<file path="config.mk">
export PLATFORM = sky130hd
export DESIGN_NAME = etch_cursor_ctrl_flat
export DESIGN_NICKNAME = d
export VERILOG_FILES = /design/src/rtl/etch_cursor_ctrl_if.sv /design/src/rtl/etch_cursor_ctrl.sv /design/src/flat_wrapper.sv
export SDC_FILE = /design/constraint.sdc
export NUM_CORES = 1
export LEC_CHECK = 0
export CAP_MARGIN = 20
export CORE_MARGIN = 2
export CORE_UTILIZATION = 30
export CTS_CLUSTER_DIAMETER = 30
export DETAILED_ROUTE_END_ITERATION = 7
export PLACE_DENSITY_LB_ADDON = 0.12
export SYNTH_ARGS = -nofsm -noshare
export SYNTH_HDL_FRONTEND = slang
export SYNTH_SLANG_ARGS = --single-unit
</file>
<file path="constraint.sdc">
create_clock -name clk -period 7.13 [get_ports clk]
set_input_delay 1.0695 -clock clk [delete_from_list [all_inputs] [get_ports clk]]
set_output_delay 1.0695 -clock clk [all_outputs]
set_load 0.02 [all_outputs]
</file>
<file path="src/rtl/etch_cursor_ctrl_if.sv">
// Framebuffer write port: a single-beat valid/ready pixel write.
// The controller drives the master side, the framebuffer the slave side.
interface etch_cursor_ctrl_if #(
  parameter int AW = 15
);
  logic          wr_en;     // write valid
  logic [AW-1:0] wr_addr;   // pixel address
  logic          wr_data;   // 1 = ink, 0 = clear
  logic          wr_ready;  // framebuffer accepts the write this cycle

  modport master (
    output wr_en,
    output wr_addr,
    output wr_data,
    input  wr_ready
  );

  modport slave (
    input  wr_en,
    input  wr_addr,
    input  wr_data,
    output wr_ready
  );
endinterface

</file>
<file path="src/rtl/etch_cursor_ctrl.sv">
// Etch-A-Sketch cursor controller.
// Turns two debounced quadrature encoders into a saturating cursor position,
// issues one ink write per real cursor move, and runs a full-screen clear
// sweep on a clear-button press, followed by a redraw of the cursor dot.
module etch_cursor_ctrl #(
  parameter int H_RES = 160,
  parameter int V_RES = 120,
  parameter int XW    = 8,
  parameter int YW    = 7,
  parameter int AW    = 15
) (
  input  logic                clk,
  input  logic                rst_n,
  input  logic                h_a,
  input  logic                h_b,
  input  logic                v_a,
  input  logic                v_b,
  input  logic                clear_btn,
  etch_cursor_ctrl_if.master  wr,
  output logic [XW-1:0]       cursor_x,
  output logic [YW-1:0]       cursor_y,
  output logic                clearing
);

  typedef enum logic [1:0] {
    IDLE,   // no write outstanding
    INK,    // a write (ink or post-sweep redraw) is waiting for wr_ready
    CLEAR   // sweeping zeros across every pixel address
  } state_t;

  localparam logic [XW-1:0] X_MAX     = XW'(H_RES - 1);
  localparam logic [YW-1:0] Y_MAX     = YW'(V_RES - 1);
  localparam logic [XW-1:0] X_HOME    = XW'(H_RES / 2);
  localparam logic [YW-1:0] Y_HOME    = YW'(V_RES / 2);
  localparam logic [AW-1:0] LAST_ADDR = AW'(H_RES * V_RES - 1);

  state_t        state_q, state_d;
  logic          prev_h_a, prev_v_a, prev_clr, primed;
  logic          clr_pend_q, clr_pend_d;
  logic [XW-1:0] x_d;
  logic [YW-1:0] y_d;
  logic          wr_en_d, wr_data_d, clearing_d;
  logic [AW-1:0] wr_addr_d;

  logic          h_step, v_step, clr_rise;
  logic [XW-1:0] step_x;
  logic [YW-1:0] step_y;
  logic          moved;

  // Row-major pixel address; the multiply is by a constant so it folds to
  // shifts and adds. Legal parameters guarantee the result fits in AW bits.
  function automatic logic [AW-1:0] pix_addr(input logic [XW-1:0] x,
                                             input logic [YW-1:0] y);
    return AW'(y) * AW'(H_RES) + AW'(x);
  endfunction

  // Rising-edge detection; nothing counts until one edge has passed since
  // reset so inputs that are already high at release cause no step.
  assign h_step   = primed & h_a & ~prev_h_a;
  assign v_step   = primed & v_a & ~prev_v_a;
  assign clr_rise = primed & clear_btn & ~prev_clr;

  // Input history and primed flag, updated every cycle regardless of state
  // so an edge that arrives while the controller is busy is never replayed.
  always_ff @(posedge clk or negedge rst_n) begin
    if (!rst_n) begin
      prev_h_a <= 1'b0;
      prev_v_a <= 1'b0;
      prev_clr <= 1'b0;
      primed   <= 1'b0;
    end else begin
      // NOTE: sequential state uses non-blocking assignments so every register
      // samples the pre-edge values, independent of statement order.
      prev_h_a <= h_a;
      prev_v_a <= v_a;
      prev_clr <= clear_btn;
      primed   <= 1'b1;
    end
  end

  // Candidate cursor position after this cycle's encoder steps, clamped to
  // the screen; a step into an edge leaves the position unchanged (null move).
  always_comb begin
    // NOTE: every combinational output gets a default before any branch so
    // no path leaves it unassigned, which would infer a latch.
    step_x = cursor_x;
    step_y = cursor_y;
    if (h_step) begin
      if (h_b) begin
        if (cursor_x != '0) step_x = cursor_x - XW'(1);
      end else begin
        if (cursor_x != X_MAX) step_x = cursor_x + XW'(1);
      end
    end
    if (v_step) begin
      if (v_b) begin
        if (cursor_y != '0) step_y = cursor_y - YW'(1);
      end else begin
        if (cursor_y != Y_MAX) step_y = cursor_y + YW'(1);
      end
    end
    moved = (step_x != cursor_x) || (step_y != cursor_y);
  end

  // Next-state and next-output logic. "free" marks a cycle in which the
  // controller can start new work: idle, or the outstanding ink write is
  // being accepted right now (back-to-back writes without a bubble).
  always_comb begin
    logic free;
    free       = 1'b0;
    state_d    = state_q;
    x_d        = cursor_x;
    y_d        = cursor_y;
    wr_en_d    = wr.wr_en;
    wr_addr_d  = wr.wr_addr;
    wr_data_d  = wr.wr_data;
    clearing_d = clearing;
    clr_pend_d = clr_pend_q;

    case (state_q)
      IDLE: free = 1'b1;
      INK: begin
        if (wr.wr_ready) begin
          free = 1'b1;
        end else if (clr_rise) begin
          // Write stalled: remember the press, run the sweep once free.
          clr_pend_d = 1'b1;
        end
      end
      CLEAR: begin
        // Cursor steps and clear edges are ignored for the whole sweep.
        if (wr.wr_ready) begin
          if (wr.wr_addr == LAST_ADDR) begin
            clearing_d = 1'b0;
            state_d    = INK;
            wr_addr_d  = pix_addr(cursor_x, cursor_y);
            wr_data_d  = 1'b1;
          end else begin
            wr_addr_d = wr.wr_addr + AW'(1);
          end
        end
      end
      default: state_d = IDLE;
    endcase

    if (free) begin
      if (clr_rise || clr_pend_q) begin
        // Clear wins over a simultaneous cursor step; that step is dropped.
        state_d    = CLEAR;
        clr_pend_d = 1'b0;
        clearing_d = 1'b1;
        wr_en_d    = 1'b1;
        wr_data_d  = 1'b0;
        wr_addr_d  = '0;
      end else if (moved) begin
        state_d   = INK;
        x_d       = step_x;
        y_d       = step_y;
        wr_en_d   = 1'b1;
        wr_data_d = 1'b1;
        wr_addr_d = pix_addr(step_x, step_y);
      end else begin
        state_d = IDLE;
        wr_en_d = 1'b0;
      end
    end
  end

  // FSM state register plus all registered outputs.
  always_ff @(posedge clk or negedge rst_n) begin
    if (!rst_n) begin
      state_q    <= IDLE;
      clr_pend_q <= 1'b0;
      cursor_x   <= X_HOME;
      cursor_y   <= Y_HOME;
      wr.wr_en   <= 1'b0;
      wr.wr_addr <= '0;
      wr.wr_data <= 1'b0;
      clearing   <= 1'b0;
    end else begin
      state_q    <= state_d;
      clr_pend_q <= clr_pend_d;
      cursor_x   <= x_d;
      cursor_y   <= y_d;
      wr.wr_en   <= wr_en_d;
      wr.wr_addr <= wr_addr_d;
      wr.wr_data <= wr_data_d;
      clearing   <= clearing_d;
    end
  end

endmodule

</file>
<file path="src/flat_wrapper.sv">
// flat-port wrapper written by rule: the top's interface ports become plain ports
module etch_cursor_ctrl_flat 
#(
  parameter int H_RES = 160,
  parameter int V_RES = 120,
  parameter int XW    = 8,
  parameter int YW    = 7,
  parameter int AW    = 15
)
  (clk, rst_n, h_a, h_b, v_a, v_b, clear_btn, cursor_x, cursor_y, clearing, wr_wr_en, wr_wr_addr, wr_wr_data, wr_wr_ready);
  etch_cursor_ctrl_if #(.AW(AW)) wr_i ();
  input  logic clk;
  input  logic rst_n;
  input  logic h_a;
  input  logic h_b;
  input  logic v_a;
  input  logic v_b;
  input  logic clear_btn;
  output logic [XW-1:0] cursor_x;
  output logic [YW-1:0] cursor_y;
  output logic clearing;
  output wire logic [$bits(wr_i.wr_en)-1:0] wr_wr_en;
  output wire logic [$bits(wr_i.wr_addr)-1:0] wr_wr_addr;
  output wire logic [$bits(wr_i.wr_data)-1:0] wr_wr_data;
  input wire logic [$bits(wr_i.wr_ready)-1:0] wr_wr_ready;
  assign wr_wr_en = wr_i.wr_en;
  assign wr_wr_addr = wr_i.wr_addr;
  assign wr_wr_data = wr_i.wr_data;
  assign wr_i.wr_ready = wr_wr_ready;
  etch_cursor_ctrl #(.H_RES(H_RES), .V_RES(V_RES), .XW(XW), .YW(YW), .AW(AW)) u_core (.clk(clk), .rst_n(rst_n), .h_a(h_a), .h_b(h_b), .v_a(v_a), .v_b(v_b), .clear_btn(clear_btn), .wr(wr_i), .cursor_x(cursor_x), .cursor_y(cursor_y), .clearing(clearing));
endmodule
</file>
After elaboration in Yosys (flattened, before gate mapping)
Cells that the tools add are included.
- flip-flop bits (word level): 40
- input port bits: 8
- output and inout port bits: 33
- add/sub/neg operators: 7
- multiply operators: 2
- eq/ne operators: 10
- multiplexer cells: 40
- bitwise gates (word level): 10
- reduce and logical (&&, ||, !) cells: 8
- operator list (cell ; count):
    15-bit two-way mux ; 6
    8-bit two-way mux ; 4
    15-bit by 8-bit adder with 15-bit output ; 2
    7-bit two-way mux ; 4
    7-bit by 3-bit multiplier with 10-bit output (second input constant) ; 2
    1-bit two-way mux ; 20
    15-bit by 1-bit adder with 15-bit output (second input constant) ; 1
    15-bit == test (second input constant) ; 1
    8-bit by 1-bit adder with 8-bit output (second input constant) ; 1
    2-bit two-way mux ; 4
    8-bit != test ; 1
    8-bit != test (second input constant) ; 1
    8-bit nonzero test ; 1
    8-bit by 1-bit subtractor with 8-bit output (second input constant) ; 1
    7-bit by 1-bit adder with 7-bit output (second input constant) ; 1
    7-bit != test ; 1
    7-bit != test (second input constant) ; 1
    7-bit nonzero test ; 1
    7-bit by 1-bit subtractor with 7-bit output (second input constant) ; 1
    1-bit AND ; 6
    3-bit AND reduction ; 2
    1-bit NOT ; 4
    2-bit case mux with 2 select lines ; 1
    3-bit by 1-bit != test with 1-bit output (second input constant) ; 1
    8 further kinds ; 9

Logic depth before layout (Yosys ltp)
- depth in word-level cells: 9
- gate-level depth with buffers: 18
- mapped depth without buffers: 18

Worst setup path after synthesis
Ideal clock, no wire load.
- path type: input port to flip-flop
- from: input v_b
- to: register u_core.wr.wr_addr[14]
- library setup time: 0.086 ns
- data arrival time: 3.915 ns
- required time: 7.044 ns
- slack: 3.130 ns
- stages: 16
- path buffers: 2
- path through: clkbuf_1 buf_6 a21oi_1 a211oi_1 a21oi_1 nor2_1 ha_1 ha_1 inv_1 fa_1 nand2b_1 o2bb2ai_1 xnor2_1 nand4_1 a221o_1 a32oi_1
- longest elaborated chain between the ends: 7
- elaborated cells on any way between the ends: 9
- ends and longest elaborated chain (item ; line ; RTL):
    from (decl) ; flat_wrapper.sv:17 ; input logic v_b;
    7-bit two-way mux (*) ; etch_cursor_ctrl.sv:96 ; if (v_b) begin
    7-bit two-way mux (*) ; etch_cursor_ctrl.sv:95 ; if (v_step) begin
    named net u_core.step_y[1] ; etch_cursor_ctrl.sv:47 ; logic [YW-1:0] step_y;
    7-bit by 3-bit multiplier with 10-bit output or 7-bit != test (tied branches) ; etch_cursor_ctrl.sv:54, etch_cursor_ctrl.sv:102 ;
    15-bit by 8-bit adder with 15-bit output or 1-bit logical OR (tied branches) ; etch_cursor_ctrl.sv:54, etch_cursor_ctrl.sv:102 ;
    15-bit two-way mux (*) ; etch_cursor_ctrl.sv:155 ; end else if (moved) begin
    15-bit two-way mux (*) ; etch_cursor_ctrl.sv:147 ; if (clr_rise || clr_pend_q) begin
    15-bit two-way mux (*) ; etch_cursor_ctrl.sv:146 ; if (free) begin
    named net u_core.wr_addr_d[14] ; etch_cursor_ctrl.sv:43 ; logic [AW-1:0] wr_addr_d;
    to (signal assigned) ; etch_cursor_ctrl.sv:186 ; wr.wr_addr <= wr_addr_d;
    to (decl) ; etch_cursor_ctrl_if.sv:13 ; output wr_addr,
Mark *: on every way through the listed nets, which the timed path passes. The rest lies on a longest branch.
A chain may end at the register's enable or synchronous reset.

Worst setup path after layout
Same ends and word-level chain as after synthesis.

==> flow_results.xml <==
<?xml version="1.0" encoding="UTF-8"?>
<metrics>
  <group name="outcome">
    <metric name="outcome" unit="">complete, no violations</metric>
  </group>
  <group name="cts">
    <metric name="clk_pin_slew" unit="ps">70</metric>
    <metric name="postCtsSetupBuffers" unit="">0</metric>
    <metric name="clock_insertion_delay_worst_skew" unit="ps">290</metric>
    <metric name="cts_root_buffer" unit="">sky130_fd_sc_hd__clkbuf_16</metric>
    <metric name="post_cts.resized_instances" unit="">0</metric>
    <metric name="tritoncts" unit="">built</metric>
    <metric name="cts_htree_levels" unit="">2</metric>
    <metric name="cts_num_sinks" unit="">40</metric>
    <metric name="cts-root-to-sink-buffers" unit="">2</metric>
    <metric name="tritoncts_buffer_count" unit="">5</metric>
    <metric name="ctsHoldBuffers" unit="">0</metric>
  </group>
  <group name="synthesis">
    <metric name="yosys_warnings" unit="">0</metric>
    <metric name="synth_fa_ha_area_share" unit="%">12.6</metric>
    <metric name="synth_compound_area_share" unit="%">22.2</metric>
    <metric name="synth_simple_gate_area_share" unit="%">24.5</metric>
    <metric name="synth.mux.area_fraction" unit="%">2.21</metric>
    <metric name="post_synth_inst_count" unit="">463</metric>
    <metric name="netlist_top_cells_count" unit="">sky130_fd_sc_hd__nor2_1 (47), sky130_fd_sc_hd__dfrtp_1 (34), sky130_fd_sc_hd__a21oi_1 (33), sky130_fd_sc_hd__ha_1 (33), sky130_fd_sc_hd__nand2_1 (27)</metric>
    <metric name="synthDominantCellAreaShare" unit="%">21.8</metric>
    <metric name="ys.flop_type" unit="">sky130_fd_sc_hd__dfrtp_1</metric>
    <metric name="ys_seq_area_share" unit="%">25.8</metric>
    <metric name="postSynth.asyncResetShare" unit="%">100</metric>
    <metric name="yosys.area.top_type" unit="">sky130_fd_sc_hd__dfrtp_1</metric>
    <metric name="post_synth_edffs" unit="">0</metric>
    <metric name="syn_nets" unit="">508</metric>
    <metric name="synth_xor_xnor_area_share" unit="%">7.12</metric>
    <metric name="post_synth.cell_area_avg" unit="um2">8.43</metric>
    <metric name="yosys.cell_count.top_type" unit="">sky130_fd_sc_hd__nor2_1</metric>
    <metric name="synth_area_leaders" unit="">sky130_fd_sc_hd__dfrtp_1 (22%), sky130_fd_sc_hd__ha_1 (11%), sky130_fd_sc_hd__xnor2_1 (5.8%)</metric>
    <metric name="combinational_family_with_the_most_area_after_synthesis" unit="">simple AND/OR/NAND/NOR gates</metric>
    <metric name="synth.cell_area" unit="mm2">0.00390</metric>
    <metric name="ys_ff_latch" unit="">40</metric>
    <metric name="post_synth_num_cell_types" unit="">71</metric>
  </group>
  <group name="timing">
    <metric name="max_slew.worst_pin.slew" unit="ps">1000</metric>
    <metric name="max-slew-margin-rel" unit="%">32.9</metric>
    <metric name="max_freq" unit="GHz">0.217</metric>
    <metric name="final_hold_viol_count" unit="">0</metric>
    <metric name="slew_viol_final" unit="">0</metric>
    <metric name="post-route-min-period" unit="ps">4610</metric>
    <metric name="setup_violations" unit="">0</metric>
    <metric name="totalNegativeSetupSlack" unit="ps">0</metric>
    <metric name="ratio_of_final_minimum_period_to_clock_period" unit="%">64.7</metric>
    <metric name="timing.clock.skew" unit="ps">7.24</metric>
    <metric name="rsz0062_at_grt" unit="">no</metric>
  </group>
  <group name="global_routing">
    <metric name="grt_antenna_before_repair" unit="">0</metric>
    <metric name="grt_pass1_vias" unit="">3367</metric>
    <metric name="top_usage_layer" unit="">met2</metric>
    <metric name="globalRouteOverflowTotal" unit="">0</metric>
    <metric name="grt_first_pass_wirelength" unit="um">18100</metric>
    <metric name="grtUsageMet2" unit="%">25.1</metric>
    <metric name="grt_start_max_net_pins" unit="">41</metric>
    <metric name="grt_util_all_layers" unit="%">16.0</metric>
    <metric name="groute.layer.met1.usage" unit="%">23.2</metric>
    <metric name="use_met3" unit="%">2.18</metric>
  </group>
  <group name="layout">
    <metric name="count_of_filler_cells_inserted_in_the_layout" unit="">1322</metric>
    <metric name="post_route_cells_drive_above_1_share" unit="%">7.77</metric>
    <metric name="antenna_cells" unit="">0</metric>
    <metric name="seq_area" unit="mm2">0.00101</metric>
    <metric name="fin_cells" unit="">661</metric>
    <metric name="nNetsFinal" unit="">533</metric>
    <metric name="layout.core_utilization" unit="%">36.1</metric>
    <metric name="multi_input_area" unit="mm2">0.00269</metric>
    <metric name="areaGrowthSynthToFinish" unit="%">17.0</metric>
  </group>
  <group name="critical_path">
    <metric name="cp_data_arrival_time" unit="ps">4820</metric>
    <metric name="path_common_cell" unit="">sky130_fd_sc_hd__ha_1</metric>
    <metric name="crit_path_max_incr_delay" unit="ps">880</metric>
    <metric name="crit_slowest_cell" unit="">sky130_fd_sc_hd__clkdlybuf4s50_1</metric>
    <metric name="cp_num_buf_inv" unit="">2</metric>
    <metric name="family_with_the_most_delay_on_the_worst_path" unit="">compound AO/OA/AOI/OAI gates</metric>
    <metric name="data_required_time_of_the_worst_path" unit="ps">7340</metric>
    <metric name="critPathCaptureType" unit="">flop</metric>
    <metric name="timing.setup.critical_path_class" unit="">in -&gt; reg</metric>
    <metric name="crit_path_start_kind" unit="">input port</metric>
    <metric name="cp_max_fo" unit="">19</metric>
    <metric name="worst_path_cell_chain" unit="">clkdlybuf4s50_1 &gt; o21ai_0 &gt; nor2_1 &gt; a21oi_1 &gt; o31ai_1 &gt; ha_1 &gt; ha_1 &gt; inv_1 &gt; fa_1 &gt; nand2b_1 &gt; o2bb2ai_1 &gt; xnor2_1 &gt; nand4_1 &gt; a221o_1 &gt; a32oi_1</metric>
  </group>
  <group name="detailed_routing">
    <metric name="drc_errors" unit="">0</metric>
    <metric name="post_drt_wl_per_cell" unit="um">16.7</metric>
    <metric name="first_pass_iters" unit="">4</metric>
    <metric name="antenna_viol_nets_final" unit="">0</metric>
    <metric name="totalWireLength" unit="um">11100</metric>
    <metric name="detail_route.iter0.violations" unit="">233</metric>
    <metric name="vias_per_cell" unit="">5.33</metric>
    <metric name="routed-via-count" unit="">3524</metric>
  </group>
  <group name="power_and_ir_drop">
    <metric name="p_int" unit="mW">0.926</metric>
    <metric name="combinational_share_of_power" unit="%">57.5</metric>
    <metric name="powerDensity" unit="mW/mm2">380</metric>
    <metric name="switching_fraction" unit="%">46.7</metric>
    <metric name="p_leak" unit="nW">1.83</metric>
    <metric name="power.clock.fraction" unit="%">15.6</metric>
    <metric name="max-vdd-ir-drop" unit="uV">131</metric>
    <metric name="seq_power_share" unit="%">26.9</metric>
    <metric name="power.switching" unit="mW">0.810</metric>
  </group>
  <group name="placed_design">
    <metric name="portBuffers" unit="">40</metric>
    <metric name="gp_routability_congestion" unit="">0.846</metric>
    <metric name="post-place-cells" unit="">653</metric>
    <metric name="place_hpwl" unit="um">8190</metric>
  </group>
  <group name="die">
    <metric name="io_pins" unit="">41</metric>
    <metric name="dieWidth" unit="um">118</metric>
    <metric name="initial_utilization" unit="%">30.8</metric>
    <metric name="row_count" unit="">41</metric>
    <metric name="core_region_area" unit="mm2">0.0127</metric>
    <metric name="floorplan.die.height" unit="um">118</metric>
    <metric name="floorplan.die_area" unit="mm2">0.0139</metric>
  </group>
  <group name="flow_run">
    <metric name="max-cap-violations" unit="">0</metric>
  </group>
  <group name="min_path">
    <metric name="min-delay-path-class" unit="">reg -&gt; reg</metric>
  </group>
</metrics>
-- path summary, 6_finish.rpt --
check / from / depth (start not counted) / slack (ps) / end
max: v_b / 15 / 2520 / u_core.wr.wr_addr[14]
min: u_core.clearing / 2 / 480 / u_core.clearing
max reg2reg: u_core.cursor_y[1] / 18 / 2980 / u_core.wr.wr_addr[14]
min reg2reg: u_core.clearing / 2 / 480 / u_core.clearing
max in group asynchronous: rst_n / 1 / 5590 / u_core.prev_v_a
min in group asynchronous: rst_n / 1 / 940 / u_core.wr.wr_addr[4]
-- power by group through the flow --
stage / combinational (mW) / sequential [mW] / clock, mW
after floorplan: 0.681 / 0.462 / 0
after global placement: 0.997 / 0.467 / 0
after detailed placement: 0.996 / 0.470 / 0
after CTS: 1.00 / 0.467 / 0.276
after global routing: 1.11 / 0.486 / 0.288
final: 0.998 / 0.467 / 0.272
-- layout make-up --
cell class | count | area share (%)
multi-input cells | 379 | 58.9
flip-flops and latches | 40 | 22.1
repair buffers | 41 | 8.82
well taps | 172 | 4.71
clock buffers | 5 | 2.74
inverters | 21 | 1.73
clock inverters | 3 | 1.01
-- stage by stage --
stage / setup WS (ps) / hold WS [ps] / instance area [um2] / power [mW]
final: 2520 / 477 / 4570 / 1.74
after global routing: 2220 / 514 / 4570 / 1.88
after CTS: 2530 / 485 / 4570 / 1.75
after detailed placement: 2220 / 471 / 4400 / 1.47
after global placement: 2310 / 463 / 4400 / 1.46
after floorplan: 3130 / 526 / 3900 / 1.14
-- sequential cells by signal, summed over array words and instances, names as in the netlist --
name               count
u_core.state_q         2
u_core.cursor_y        7
u_core.prev_h_a        1
u_core.clr_pend_q      1
u_core.primed          1
u_core.cursor_x        8
u_core.wr.wr_addr     15
u_core.prev_clr        1
u_core.prev_v_a        1
u_core.wr.wr_en        1
u_core.clearing        1
u_core.wr.wr_data      1
-- worst min-delay path, cell delays in order, from the launching register on --
cell and delay, ps:
sky130_fd_sc_hd__dfrtp_1 340, sky130_fd_sc_hd__nand2_1 50, sky130_fd_sc_hd__nand2_1 50
-- layout by cell type, fill, tap and decap left out, types with 6 or more instances in the layout --
cell type / n
sky130_fd_sc_hd__a21o_1: 7
sky130_fd_sc_hd__a21oi_1: 33
sky130_fd_sc_hd__and3_1: 9
sky130_fd_sc_hd__clkdlybuf4s50_1: 39
sky130_fd_sc_hd__dfrtp_1: 34
sky130_fd_sc_hd__dfstp_2: 6
sky130_fd_sc_hd__ha_1: 33
sky130_fd_sc_hd__inv_1: 21
sky130_fd_sc_hd__nand2_1: 27
sky130_fd_sc_hd__nand2b_1: 6
sky130_fd_sc_hd__nand3_1: 12
sky130_fd_sc_hd__nand3b_1: 7
sky130_fd_sc_hd__nand4_1: 9
sky130_fd_sc_hd__nor2_1: 47
sky130_fd_sc_hd__nor3_1: 15
sky130_fd_sc_hd__nor3b_1: 6
sky130_fd_sc_hd__o21ai_0: 20
sky130_fd_sc_hd__o22ai_1: 9
sky130_fd_sc_hd__o31ai_1: 9
sky130_fd_sc_hd__xnor2_1: 26
-- logic make-up (layout without fill, tap and decap cells) --
logic type	count (synthesis)	in the layout
simple gates	175	175
flops	40	40
mux	8	8
buf+inv	44	70
xor+xnor	30	30
fa+ha+maj	37	37
compound gates	128	128
other cells	1	1
-- per-layer routing --
layer / part of all wire [%] / wire [um] / up-vias
met5: 0 / 0 / -
met4: 0.82 / 91 / 0
met3: 3.0 / 333 / 6
met1: 51 / 5680 / 1679
li1: - / - / 1775
met2: 45 / 4950 / 64
(Power assumes the default switching activity.)
